$ cat config.mk
export PLATFORM = sky130hd
export DESIGN_NAME = spinner_multi_flat
export DESIGN_NICKNAME = d
export VERILOG_FILES = /design/src/rtl/spinner_pkg.sv /design/src/rtl/spinner_multi_if.sv /design/src/rtl/spinner_chan.sv /design/src/rtl/spinner_multi.sv /design/src/flat_wrapper.sv
export SDC_FILE = /design/constraint.sdc
export NUM_CORES = 1
export LEC_CHECK = 0
export ABC_AREA = 1
export BUFFER_PORTS_ARGS = -buffer_cell sky130_fd_sc_hd__buf_4
export CELL_PAD_IN_SITES_DETAIL_PLACEMENT = 0
export CELL_PAD_IN_SITES_GLOBAL_PLACEMENT = 2
export CORE_ASPECT_RATIO = 1.75
export CORE_UTILIZATION = 30
export CTS_BUF_LIST = sky130_fd_sc_hd__clkbuf_8 sky130_fd_sc_hd__clkbuf_16
export CTS_CLUSTER_DIAMETER = 150
export DETAILED_ROUTE_END_ITERATION = 10
export GPL_ROUTABILITY_DRIVEN = 1
export PLACE_DENSITY_LB_ADDON = 0.1
export SETUP_SLACK_MARGIN = 0.15
export SYNTH_ARGS = -nofsm -noshare
export SYNTH_HDL_FRONTEND = slang
export SYNTH_HIERARCHICAL = 1
export SYNTH_SLANG_ARGS = --single-unit
$ cat constraint.sdc
create_clock -name clk -period 4.1 [get_ports clk]
set_input_delay 0.615 -clock clk [delete_from_list [all_inputs] [get_ports clk]]
set_output_delay 0.615 -clock clk [all_outputs]
set_load 0.02 [all_outputs]
$ cat src/rtl/spinner_pkg.sv
// Shared encodings for the multi-channel spinner/position generator.
package spinner_pkg;

  localparam logic [1:0] MODE_WRAP   = 2'b00;
  localparam logic [1:0] MODE_SPIN   = 2'b01;
  localparam logic [1:0] MODE_CLAMP  = 2'b10;
  localparam logic [1:0] MODE_CENTER = 2'b11;

  typedef enum logic [1:0] {
    IDLE       = 2'd0,
    HOLD_PLUS  = 2'd1,
    HOLD_MINUS = 2'd2
  } spin_state_t;

endpackage

$ cat src/rtl/spinner_multi_if.sv
// Control/position bundle between the emu top level and spinner_multi.
interface spinner_multi_if #(
  parameter int CHANNELS = 2,
  parameter int WIDTH    = 8
);

  logic                      strobe;
  logic [CHANNELS-1:0]       plus;
  logic [CHANNELS-1:0]       minus;
  logic [2*CHANNELS-1:0]     mode;
  logic [CHANNELS-1:0]       delta_valid;
  logic [8*CHANNELS-1:0]     delta;
  logic [WIDTH*CHANNELS-1:0] angle;
  logic [CHANNELS-1:0]       moved;

  modport master (
    output strobe, plus, minus, mode, delta_valid, delta,
    input  angle, moved
  );

  modport slave (
    input  strobe, plus, minus, mode, delta_valid, delta,
    output angle, moved
  );

endinterface

$ cat src/rtl/spinner_chan.sv
// One position channel: button hold/acceleration FSM, wrap/clamp/centering
// arithmetic and spinner delta accumulation. The frame tick comes from the top.
//
// state      | meaning
// -----------+-----------------------------------------------------------
// IDLE       | no single button held (also forced in spinner mode)
// HOLD_PLUS  | plus alone held on the last tick, hold_q counts frames
// HOLD_MINUS | minus alone held on the last tick, hold_q counts frames
module spinner_chan
  import spinner_pkg::*;
#(
  parameter int WIDTH       = 8,
  parameter int STEP_MIN    = 1,
  parameter int STEP_MAX    = 8,
  parameter int ACCEL_SHIFT = 2,
  parameter int HOLD_MAX    = 63,
  parameter int CENTER      = 2**(WIDTH-1)
) (
  input  logic             clk,
  input  logic             reset_n,
  input  logic             tick,
  input  logic             plus,
  input  logic             minus,
  input  logic [1:0]       mode,
  input  logic             delta_valid,
  input  logic [7:0]       delta,
  output logic [WIDTH-1:0] angle,
  output logic             moved
);

  localparam int HW = $clog2(HOLD_MAX + 1);
  localparam logic [WIDTH:0]   MAX_ANGLE  = (WIDTH+1)'((1 << WIDTH) - 1);
  localparam logic [WIDTH:0]   STEP_MIN_W = (WIDTH+1)'(STEP_MIN);
  localparam logic [WIDTH:0]   STEP_MAX_W = (WIDTH+1)'(STEP_MAX);
  localparam logic [HW-1:0]    HOLD_MAX_W = HW'(HOLD_MAX);
  localparam logic [WIDTH-1:0] CENTER_W   = WIDTH'(CENTER);

  spin_state_t      state_q, state_n, tgt;
  logic [HW-1:0]    hold_q, hold_n;
  logic [1:0]       mode_q;
  logic [WIDTH-1:0] angle_n;
  logic             moved_n;
  logic [WIDTH:0]   step, accel, sum, ext_angle;
  logic [WIDTH-1:0] dext;

  // Register FSM state, hold counter, position and the mode snapshot.
  always_ff @(posedge clk or negedge reset_n) begin
    if (!reset_n) begin
      state_q <= IDLE;
      hold_q  <= '0;
      mode_q  <= MODE_WRAP;
      angle   <= CENTER_W;
      moved   <= 1'b0;
    end else begin
      state_q <= state_n;
      hold_q  <= hold_n;
      mode_q  <= mode;
      angle   <= angle_n;
      moved   <= moved_n;
    end
  end

  // Next state and next position; a mode change wins over any event that cycle.
  always_comb begin
    state_n   = state_q;
    hold_n    = hold_q;
    angle_n   = angle;
    moved_n   = 1'b0;
    tgt       = IDLE;
    accel     = '0;
    step      = STEP_MIN_W;
    sum       = '0;
    ext_angle = {1'b0, angle};
    dext      = WIDTH'($signed(delta));

    if (mode != mode_q) begin
      state_n = IDLE;
      hold_n  = '0;
    end else if (mode == MODE_SPIN) begin
      state_n = IDLE;
      hold_n  = '0;
      if (delta_valid) begin
        angle_n = angle + dext;
        moved_n = (delta != 8'd0);
      end
    end else if (tick) begin
      if (plus && !minus)      tgt = HOLD_PLUS;
      else if (minus && !plus) tgt = HOLD_MINUS;
      else                     tgt = IDLE;
      state_n = tgt;

      // Re-entering a hold restarts acceleration so the first step is STEP_MIN.
      if (tgt == IDLE || tgt != state_q) hold_n = '0;
      else if (hold_q != HOLD_MAX_W)     hold_n = hold_q + 1'b1;

      accel = (WIDTH+1)'(hold_n >> ACCEL_SHIFT);
      step  = STEP_MIN_W + accel;
      if (step > STEP_MAX_W) step = STEP_MAX_W;

      case (tgt)
        HOLD_PLUS: begin
          if (mode == MODE_WRAP) begin
            angle_n = angle + step[WIDTH-1:0];
          end else begin
            sum     = ext_angle + step;
            angle_n = (sum > MAX_ANGLE) ? MAX_ANGLE[WIDTH-1:0] : sum[WIDTH-1:0];
          end
        end
        HOLD_MINUS: begin
          if (mode == MODE_WRAP) begin
            angle_n = angle - step[WIDTH-1:0];
          end else begin
            sum     = ext_angle - step;
            angle_n = (step > ext_angle) ? '0 : sum[WIDTH-1:0];
          end
        end
        default: begin
          if (mode == MODE_CENTER) begin
            if (angle > CENTER_W) begin
              sum     = ext_angle - {1'b0, CENTER_W};
              angle_n = (sum <= STEP_MAX_W) ? CENTER_W : angle - STEP_MAX_W[WIDTH-1:0];
            end else if (angle < CENTER_W) begin
              sum     = {1'b0, CENTER_W} - ext_angle;
              angle_n = (sum <= STEP_MAX_W) ? CENTER_W : angle + STEP_MAX_W[WIDTH-1:0];
            end
          end
        end
      endcase
      moved_n = (angle_n != angle);
    end
  end

endmodule

$ cat src/rtl/spinner_multi.sv
// Multi-channel rotary/positional input generator. Holds the frame strobe
// edge detector and fans the interface vectors out to per-channel instances.
module spinner_multi
  import spinner_pkg::*;
#(
  parameter int CHANNELS    = 2,
  parameter int WIDTH       = 8,
  parameter int STEP_MIN    = 1,
  parameter int STEP_MAX    = 8,
  parameter int ACCEL_SHIFT = 2,
  parameter int HOLD_MAX    = 63,
  parameter int CENTER      = 2**(WIDTH-1)
) (
  input  logic            clk,
  input  logic            reset_n,
  spinner_multi_if.slave  bus
);

  logic strobe_d;
  logic tick;

  // Delayed strobe; resets high so a strobe already high at release is not a tick.
  always_ff @(posedge clk or negedge reset_n) begin
    if (!reset_n) strobe_d <= 1'b1;
    else          strobe_d <= bus.strobe;
  end

  assign tick = bus.strobe & ~strobe_d;

  for (genvar g = 0; g < CHANNELS; g++) begin : g_chan
    spinner_chan #(
      .WIDTH       (WIDTH),
      .STEP_MIN    (STEP_MIN),
      .STEP_MAX    (STEP_MAX),
      .ACCEL_SHIFT (ACCEL_SHIFT),
      .HOLD_MAX    (HOLD_MAX),
      .CENTER      (CENTER)
    ) u_chan (
      .clk         (clk),
      .reset_n     (reset_n),
      .tick        (tick),
      .plus        (bus.plus[g]),
      .minus       (bus.minus[g]),
      .mode        (bus.mode[2*g +: 2]),
      .delta_valid (bus.delta_valid[g]),
      .delta       (bus.delta[8*g +: 8]),
      .angle       (bus.angle[WIDTH*g +: WIDTH]),
      .moved       (bus.moved[g])
    );
  end

endmodule
$ cat src/flat_wrapper.sv
// flat-port wrapper written by rule: the top's interface ports become plain ports
module spinner_multi_flat import spinner_pkg::*;
#(
  parameter int CHANNELS    = 2,
  parameter int WIDTH       = 8,
  parameter int STEP_MIN    = 1,
  parameter int STEP_MAX    = 8,
  parameter int ACCEL_SHIFT = 2,
  parameter int HOLD_MAX    = 63,
  parameter int CENTER      = 2**(WIDTH-1)
)
  (clk, reset_n, bus_strobe, bus_plus, bus_minus, bus_mode, bus_delta_valid, bus_delta, bus_angle, bus_moved);
  spinner_multi_if #(.CHANNELS(CHANNELS), .WIDTH(WIDTH)) bus_i ();
  input  logic clk;
  input  logic reset_n;
  input wire logic [$bits(bus_i.strobe)-1:0] bus_strobe;
  input wire logic [$bits(bus_i.plus)-1:0] bus_plus;
  input wire logic [$bits(bus_i.minus)-1:0] bus_minus;
  input wire logic [$bits(bus_i.mode)-1:0] bus_mode;
  input wire logic [$bits(bus_i.delta_valid)-1:0] bus_delta_valid;
  input wire logic [$bits(bus_i.delta)-1:0] bus_delta;
  output wire logic [$bits(bus_i.angle)-1:0] bus_angle;
  output wire logic [$bits(bus_i.moved)-1:0] bus_moved;
  assign bus_i.strobe = bus_strobe;
  assign bus_i.plus = bus_plus;
  assign bus_i.minus = bus_minus;
  assign bus_i.mode = bus_mode;
  assign bus_i.delta_valid = bus_delta_valid;
  assign bus_i.delta = bus_delta;
  assign bus_angle = bus_i.angle;
  assign bus_moved = bus_i.moved;
  spinner_multi #(.CHANNELS(CHANNELS), .WIDTH(WIDTH), .STEP_MIN(STEP_MIN), .STEP_MAX(STEP_MAX), .ACCEL_SHIFT(ACCEL_SHIFT), .HOLD_MAX(HOLD_MAX), .CENTER(CENTER)) u_core (.clk(clk), .reset_n(reset_n), .bus(bus_i));
endmodule
==> metrics.md <==
| Metric | Value |
|---|---|
| Clock Skew | 0.005922 ns |
| Setup WS pre-CTS | -0.05958 ns |
| Mapped Cells | 946 |
| WHS | 0.3020 ns |
| Avg Inst Size Synth | 6.140 um^2 |
| EDFF count, synth | 0 |
| Max-cap violations | 0 |
| Final Instance Area | 6952 um^2 |
| First-pass GRT wire length | 33,670 um |
| Avg Vias per Cell | 4.806 |
| Die area | 19,940 um^2 |
| # IOs | 47 |
| Synth Flop Type | dfrtp_1 |
| CP Capture Type | flip-flop |
| Wire length per cell | 17.20 um |
| GRT Overall Usage | 22.75% |
| Worst setup margin | 0.4756 ns |
| CTS Buffer Depth | 2 |
| Site Rows | 67 |
| # diodes | 0 |
| Status | completed |
| Pwr Total | 3926 uW |
| Tcrit/Tclk final | 88.40% |
| Sequential element share of the synthesized area | 16.87% |
| Maximum VDD drop | 0.0002871 V |
| GR Overflow Total | 0 |
| Area leader, netlist | nand2_1 |
| Chip width | 107.2 um |
| Syn Std Cell Area | 5808 um^2 |
| Core region area | 19,030 um^2 |
| CP Data Arrival Time | 3.81 ns |
| H-tree levels | 2 |
| Synth top cells by count | nand2_1, inv_1, nor2_1, nand3_1, ha_1 |
| IO buf count | 46 |
| Endpoints failing hold | 0 |
| DRT iter0 DRCs | 181 |
| Initial antenna violation count | 0 |
| Synth Register Bits | 39 |
| WL final | 21,860 um |
| Power Dens Cells | 564.7 nW/um^2 |
| Post-DP HPWL | 18,180 um |
| Die H | 186.1 um |
| Max Fclk | 0.2759 GHz |
| Hold Path Class | in -> async |
| Area Growth Syn to Fin | 19.69% |
| Leakage power | 0.003598 uW |
| Clk Latency, worst-skew pair | 0.29 ns |
| Placed Area | 6606 um^2 |
| Clk root buf | clkbuf_16 |
| Critical path buffers and inverters | 7 |
| CP max-delay cell | dfrtp_1 |
| Vias in the first global route | 6,141 |
| Clock tree from TritonCTS | built |
| Clk sinks | 39 |
| Post-detailed-route count of antenna-violating nets | 0 |
| CP Max Fanout | 5 |
| Worst path required time | 4.28 ns |
| Tmin final | 3.624 ns |
| Final net count | 1,124 |
| Measured slew at the worst slew-check pin | 0.7230 ns |
| Drt drc | 0 |
| Unrepaired setup endpoints after global routing | no |
| Ranking of synthesized cells by area | nand2_1, dfrtp_1, ha_1 |
| Initial core utilization | 30.52% |
| Setup violations, final | 0 |
| Synth warn | 6 |
| CP top delay family | simple AND/OR/NAND/NOR gates |
| WS Path Type | reg -> reg |
| Worst setup SP type | flip-flop |
| CTS Buf Count | 5 |
| Clock-pin slew on the worst setup and hold paths | 0.06 ns |
| DR vias | 6,109 |
| Top cell type's share of synthesized area | 17.32% |
| Pins over their slew limit | 0 |
| Routability Congestion | 0.8632 |
| Max stage delay on crit path | 0.37 ns |
| TritonRoute pass-1 iters | 4 |
| Share of cells above drive strength 1 | 19.22% |
| Library cells used by synthesis | 45 |
| Pin count of the biggest net entering global routing | 40 |
| Max-slew headroom | 51.80% |
| Async SR Flop Fraction | 100.0% |
| Count leader, synth | nand2_1 |
## report_power, final
| group | internal (uW) | switching [uW] |
|---|---|---|
| sequential | 462 | 259 |
| combinational | 1000 | 1750 |
| clock | 285 | 168 |
## kinds of logic (layout without fill, tap and decap cells)
kind of cell	Yosys count	count (layout)	share of synthesized area, %
other	4	8	0.2584
AO/OA/AOI/OAI	118	118	11.40
adder cells (fa/ha/maj)	66	66	14.99
flip-flops	39	39	16.87
AND/OR/NAND/NOR	526	526	39.77
buffers and inverters	157	237	11.25
XOR/XNOR	34	34	5.127
multiplexers	2	2	0.3447
## metrics by stage
stage	TNS, ns	instances	utilization (%)
2_1_floorplan	0	950	-
3_3_place_gp	-0.04554	1252	34.72
3_5_place_dp	-0.05958	1252	34.72
4_1_cts	0	1260	35.59
5_1_grt	0	1271	36.53
6_report	0	1271	36.53
## cell type report
class | count | area, um^2
fillers | 2173 | 12080
multi-input cells | 754 | 4287
flip-flops and latches | 39 | 979.7
repair buffers | 94 | 705.7
inverters | 135 | 511.7
well taps | 241 | 301.5
clock buffers | 5 | 125.1
clock inverters | 3 | 41.29
## metal layers
layer  wire length, um  GRT usage, %
met5                 0             0
met4               699         8.932
met3               333         1.155
met2             13240         49.68
met1              7593         20.84
## what timing repair did
item | 4_1_cts | 5_1_grt
endpoints found under the setup margin | 0 | 11
hold buffers | 0 | 0
buffers inserted | 0 | 11
resized for setup | 0 | 29
## state kept, by name, indices dropped and copies added (netlist names)
register and flops:
u_core/g_chan.u_chan/moved 2, u_core/g_chan.u_chan/angle 16, u_core/g_chan.u_chan/state_q 4, u_core/strobe_d 1
u_core/g_chan.u_chan/mode_q 4, u_core/g_chan.u_chan/hold_q 12
## cell usage in the layout, fill, tap and decap left out, types with 6 or more instances in the layout
| cell | n |
|---|---|
| xnor2_1 | 13 |
| nand3_1 | 94 |
| nand2_2 | 17 |
| nor2_1 | 96 |
| a21oi_1 | 44 |
| buf_4 | 94 |
| dfrtp_1 | 36 |
| nand2_1 | 262 |
| conb_1 | 8 |
| o21ai_0 | 36 |
| nor2_2 | 12 |
| nand4_1 | 15 |
| inv_1 | 110 |
| inv_2 | 24 |
| ha_1 | 56 |
| o22ai_1 | 12 |
| o21ai_2 | 6 |
| o21ai_1 | 7 |
| xor2_1 | 21 |
## worst paths after layout
check	start	endpoint	slack (ns)	cells after the start
setup / recovery	u_core/g_chan[0].u_chan/hold_q[1]$_DFFE_PN0P_	u_core/g_chan[0].u_chan/moved$_DFF_PN0_	0.48	31
hold / removal	reset_n	u_core/g_chan[0].u_chan/angle[6]$_DFFE_PN0P_	0.30	1
setup reg to reg	u_core/g_chan[0].u_chan/hold_q[1]$_DFFE_PN0P_	u_core/g_chan[0].u_chan/moved$_DFF_PN0_	0.48	31
hold reg to reg	u_core/g_chan[0].u_chan/state_q[0]$_DFFE_PN0P_	u_core/g_chan[0].u_chan/state_q[0]$_DFFE_PN0P_	0.53	2
max in group asynchronous	reset_n	u_core/strobe_d$_DFF_PN1_	3.41	1
min in group clk	bus_strobe	u_core/strobe_d$_DFF_PN1_	0.43	1
No activity file was read; power rests on OpenSTA's default activity.
